[config.mk]
export PLATFORM = sky130hd
export DESIGN_NAME = rs_iss_sched
export DESIGN_NICKNAME = d
export VERILOG_FILES = /design/src/rtl/rs_iss_sched.sv
export SDC_FILE = /design/constraint.sdc
export NUM_CORES = 1
export LEC_CHECK = 0
export BUFFER_PORTS_ARGS = -buffer_cell sky130_fd_sc_hd__buf_2
export CAP_MARGIN = 20
export CORE_ASPECT_RATIO = 0.75
export CORE_MARGIN = 3
export CORE_UTILIZATION = 45
export CTS_BUF_LIST = sky130_fd_sc_hd__clkbuf_4
export DETAILED_ROUTE_END_ITERATION = 12
export PLACE_DENSITY = 0.71
export SYNTH_ARGS = -nofsm -noshare
export SYNTH_HDL_FRONTEND = slang
export SYNTH_SLANG_ARGS = --single-unit
[constraint.sdc]
create_clock -name clk -period 9 [get_ports clk]
set_input_delay 0.9 -clock clk [delete_from_list [all_inputs] [get_ports clk]]
set_output_delay 0.9 -clock clk [all_outputs]
set_load 0.01 [all_outputs]
[src/rtl/rs_iss_sched.sv]
// rs_iss_sched: issue/dispatch scheduler for a reservation-station entry array.
// Each cycle it picks the lowest-index free entry to load with the dispatched
// instruction and, using a round-robin pointer, one ready occupied entry to
// issue to the functional unit. Both grants are blocked during branch recovery
// and while reset is asserted.
module rs_iss_sched #(
  parameter int NUM_ENT = 8,
  parameter int IDX_W   = $clog2(NUM_ENT),
  parameter int CNT_W   = 16
) (
  input  logic               clk,
  input  logic               rst,
  input  logic [NUM_ENT-1:0] ent_avail_i,
  input  logic [NUM_ENT-1:0] ent_rdy_i,
  input  logic               dispatch_vld_i,
  input  logic               fu_rdy_i,
  input  logic               br_recovery_i,
  output logic [NUM_ENT-1:0] ent_load_o,
  output logic               dispatch_ack_o,
  output logic [NUM_ENT-1:0] ent_iss_en_o,
  output logic               iss_vld_o,
  output logic [IDX_W-1:0]   iss_idx_o,
  output logic               rs_full_o,
  output logic [IDX_W:0]     free_cnt_o,
  output logic [CNT_W-1:0]   iss_cnt_o
);

  // Issue search start position and issued-instruction statistics.
  logic [IDX_W-1:0]   rr_ptr_r;
  logic [CNT_W-1:0]   iss_cnt_r;

  // Grant qualifiers: recovery and reset block both paths.
  logic               alloc_gate;
  logic               iss_gate;

  // Allocation search result.
  logic               alloc_hit;
  logic [NUM_ENT-1:0] alloc_sel;

  // Issue search result.
  logic [NUM_ENT-1:0] iss_cand;
  logic               iss_hit;
  logic [IDX_W-1:0]   iss_sel;
  logic [IDX_W-1:0]   iss_probe;

  assign alloc_gate = dispatch_vld_i & ~br_recovery_i & ~rst;
  assign iss_gate   = fu_rdy_i & ~br_recovery_i & ~rst;

  // Only occupied entries can issue, so loads and issues never collide.
  assign iss_cand   = ent_rdy_i & ~ent_avail_i;

  // Allocation: pick the lowest-index free entry (fixed priority).
  always_comb begin
    // NOTE: every signal driven here gets a default first, so no path leaves it unassigned and no latch is inferred.
    alloc_hit = 1'b0;
    alloc_sel = '0;
    for (int i = 0; i < NUM_ENT; i++) begin
      if (!alloc_hit && ent_avail_i[i]) begin
        alloc_hit    = 1'b1;
        alloc_sel[i] = 1'b1;
      end
    end
  end

  assign ent_load_o     = alloc_gate ? alloc_sel : '0;
  assign dispatch_ack_o = alloc_gate & alloc_hit;

  // Issue: circular search starting at rr_ptr_r; index arithmetic wraps
  // naturally because NUM_ENT is a power of two.
  always_comb begin
    iss_hit   = 1'b0;
    iss_sel   = '0;
    iss_probe = '0;
    for (int k = 0; k < NUM_ENT; k++) begin
      iss_probe = rr_ptr_r + IDX_W'(k);
      if (!iss_hit && iss_cand[iss_probe]) begin
        iss_hit = 1'b1;
        iss_sel = iss_probe;
      end
    end
  end

  assign iss_vld_o    = iss_gate & iss_hit;
  assign iss_idx_o    = iss_vld_o ? iss_sel : '0;
  assign ent_iss_en_o = iss_vld_o ? (NUM_ENT'(1) << iss_sel) : '0;

  // Occupancy status: pure functions of the free flags, valid during recovery.
  always_comb begin
    free_cnt_o = '0;
    for (int i = 0; i < NUM_ENT; i++) begin
      free_cnt_o = free_cnt_o + (IDX_W+1)'(ent_avail_i[i]);
    end
  end

  assign rs_full_o = ~|ent_avail_i;
  assign iss_cnt_o = iss_cnt_r;

  // Advance the round-robin pointer past the issued entry and count issues.
  always_ff @(posedge clk) begin
    // NOTE: state registers use non-blocking assignments so every register samples pre-edge values.
    if (rst) begin
      rr_ptr_r  <= '0;
      iss_cnt_r <= '0;
    end else if (iss_vld_o) begin
      rr_ptr_r  <= iss_idx_o + IDX_W'(1);
      iss_cnt_r <= iss_cnt_r + CNT_W'(1);
    end
  end

endmodule

==> flow_summary.yaml <==
worst_setup_path:
  path_cells: "inv_2, ha_1, xnor2_1, mux4_2, or4b_1, o211ai_4, inv_4, nand2_2, inv_2, and3_1, buf_2"
  crit_fanout: 19
  cp_num_buf_inv: 4
  crit_top_cell: "inv_2"
  cp.required_ns: 8.10
  cpLargestDelayFamily: "simple AND/OR/NAND/NOR gates"
  crit_type: "flip-flop to output port"
  r2r_slack_ns: 4.94
  cp.arrival_ns: 4.23
  slowest_delay_ns: 0.73
  cp-end-kind: "output port"
  cp-start-kind: "flip-flop"
  crit_slowest_cell: "dfxtp_1"
timing:
  worst_pin_slew_ns: 0.618
  rsz0062_at_grt: "no"
  fmax_ghz: 0.195
  setup_viol: 0
  slew_violations: 0
  finalCritPeriodShare_pct: 57.0
  hold_viol: 0
  min_period_ns: 5.13
  finClkSkew_ns: 0.00287
  slew-limit-headroom_pct: 58.7
  timing.setup.tns_ns: 0
drt:
  vias_per_cell: 5.63
  wl_met2_mm: 2.42
  drt-initial-drc-count: 242
  vias: 2123
  wl_mm: 5.71
  dr.max_layer_used: "met3"
  drc: 0
  met3_length_um: 450
  dr.pass1.iters: 6
  routedWlPerCell_um: 15.1
  drt-met1-wl_mm: 2.84
  antenna_left: 0
placed_design:
  portBuffers: 62
  dp_hpwl_mm: 4.58
  placed_cells_incl_taps: 373
  gp_congestion: 0.956
global_routing:
  grt_start_max_net_pins: 22
  track_usage_pct: 20.4
  antenna_found_initial: 0
  grt_pass1_wl_mm: 9.52
  grt_pass1_vias: 2021
  overflow: 0
pwr:
  pwr_density_cell_nw_per_um2: 139
  finalPower_uw: 349
  leakage_uw: 0.00115
  vdd_ir_drop_max_uv: 70.9
layout:
  n_antenna_cell: 0
  nNetsFinal: 355
  final_layout_size_suffix_gt1_share_pct: 27.8
  syn2layout_area_growth_pct: 16.8
  stdcell_count: 377
yosys:
  yosysTopAreaCell: "dfxtp_1"
  syn_inst: 263
  ys_ff_latch: 19
  syn_area_per_cell_sq_um: 8.19
  yosysSeqAreaShare_pct: 17.7
  synth_area_sq_um: 2150
  synth_ff_type: "dfxtp_1"
  ys_top_cells_by_area: "dfxtp_1, mux4_2, mux2i_1"
  yosysMostFrequentCell: "nor2_1"
  synth_top_area_share_pct: 17.7
  ys_warn_count: 0
  synthTopCellsByCount: "nor2_1, nand2_1, dfxtp_1"
  syn_nets: 297
  yosysUniqueCellTypes: 54
  async_flop_share_pct: 0
  synth_edf_count: 0
clock_network:
  root_buffer: "clkbuf_4"
  h-tree-depth: 1
  clk_path_buf_depth: 2
  tritoncts: "done"
  clkLatencyLatePin_ns: 0.31
  cts-buffers-inserted: 3
  hold_buffers: 0
  cts_setup_buffers: 0
  clkTransAtPathRegs_ns: 0.11
  cts_resized: 0
  cts_sinks: 19
floorplan:
  fp.dieW_um: 85.9
  dieArea_sq_um: 5660
  die_h_um: 65.9
  start_util_pct: 47.4
  coreArea_sq_um: 4550
  rows: 21
  pin_count: 63
outcome:
  status: "complete, no violations"
flow_run:
  cap_violations: 0
hold_path:
  min_path_type: "flip-flop to flip-flop"
## registers in the layout (all words and copies together) (netlist names)
signal     count
iss_cnt_o     16
rr_ptr_r       3
## tightest hold or removal path, cell delays in order, from the launching register on
cell	delay, ns
dfxtp_1	0.35
nand2b_1	0.07
o21ai_1	0.05
## logic make-up after synthesis
group	Yosys count	share of synthesized area, %
AO/OA/AOI/OAI	33	12.0
XOR/XNOR	18	7.32
adder cells (fa/ha/maj)	13	8.94
buffers and inverters	30	5.98
flip-flops	19	17.7
multiplexers	28	19.5
AND/OR/NAND/NOR	122	28.6
## metal layers
layer | GRT usage (%) | vias to the layer above
li1 | - | 1061
met4 | 1.98 | 0
met3 | 2.74 | 0
met2 | 30.9 | 85
met1 | 31.5 | 977
met5 | 0 | -
## report_power, final
part	switching, uW	internal [uW]	total [uW]
Combinational	121	88.1	209
Clock	28.1	16.6	44.7
Sequential	8.67	86.5	95.1
Total	158	191	349
## final cells by class
type / count / area [sq um]
fill: 433 / 2030
multi-input combinational: 214 / 1650
sequential: 19 / 380
timing repair buffer: 62 / 310
inverter: 21 / 81.3
tap: 57 / 71.3
clock buffer: 3 / 22.5
clock inverter: 1 / 5.00
## placed cells by master, fill, tap and decap left out, types with 2 or more instances in the layout
cell / netlist / final
nand2_1: 26 / 26
a21o_1: 2 / 2
and3_1: 8 / 8
nand3_1: 5 / 5
nand4_1: 3 / 3
nor4_1: 12 / 12
nor3_1: 3 / 3
nand2b_1: 8 / 8
nor2b_1: 10 / 10
a31oi_1: 4 / 4
xor2_1: 3 / 3
nor3_2: 2 / 2
inv_1: 16 / 16
a21oi_1: 6 / 6
a311oi_1: 2 / 2
nor2_1: 36 / 36
mux4_2: 11 / 11
inv_2: 3 / 3
mux2i_1: 15 / 15
dfxtp_1: 19 / 19
mux2_2: 2 / 2
buf_2: 2 / 62
ha_1: 9 / 9
o22ai_1: 2 / 2
clkbuf_4: 0 / 3
o32ai_1: 2 / 2
o21ai_0: 2 / 2
xnor2_1: 15 / 15
and2_1: 2 / 2
fa_1: 4 / 4
## metrics by stage
stage                     hold WS, ns  instance area (sq um)  util (%)  setup WS [ns]
after floorplan                 0.498                   2150         -           4.90
after global placement          0.467                   2490      54.7           4.32
after detailed placement        0.475                   2490      54.7           4.20
after CTS                       0.493                   2520      55.4           3.86
after global routing            0.558                   2520      55.4           3.51
final                           0.501                   2520      55.4           3.87
## worst paths after layout
kind / from / to / cells after the start
max: rr_ptr_r[0]$_SDFFE_PP0P_ / ent_iss_en_o[4] / 11
max reg2reg: rr_ptr_r[0]$_SDFFE_PP0P_ / rr_ptr_r[2]$_SDFFE_PP0P_ / 10
min reg2reg: iss_cnt_o[15]$_SDFFE_PP0P_ / iss_cnt_o[15]$_SDFFE_PP0P_ / 2
min: iss_cnt_o[15]$_SDFFE_PP0P_ / iss_cnt_o[15]$_SDFFE_PP0P_ / 2
(Power assumes the default switching activity.)
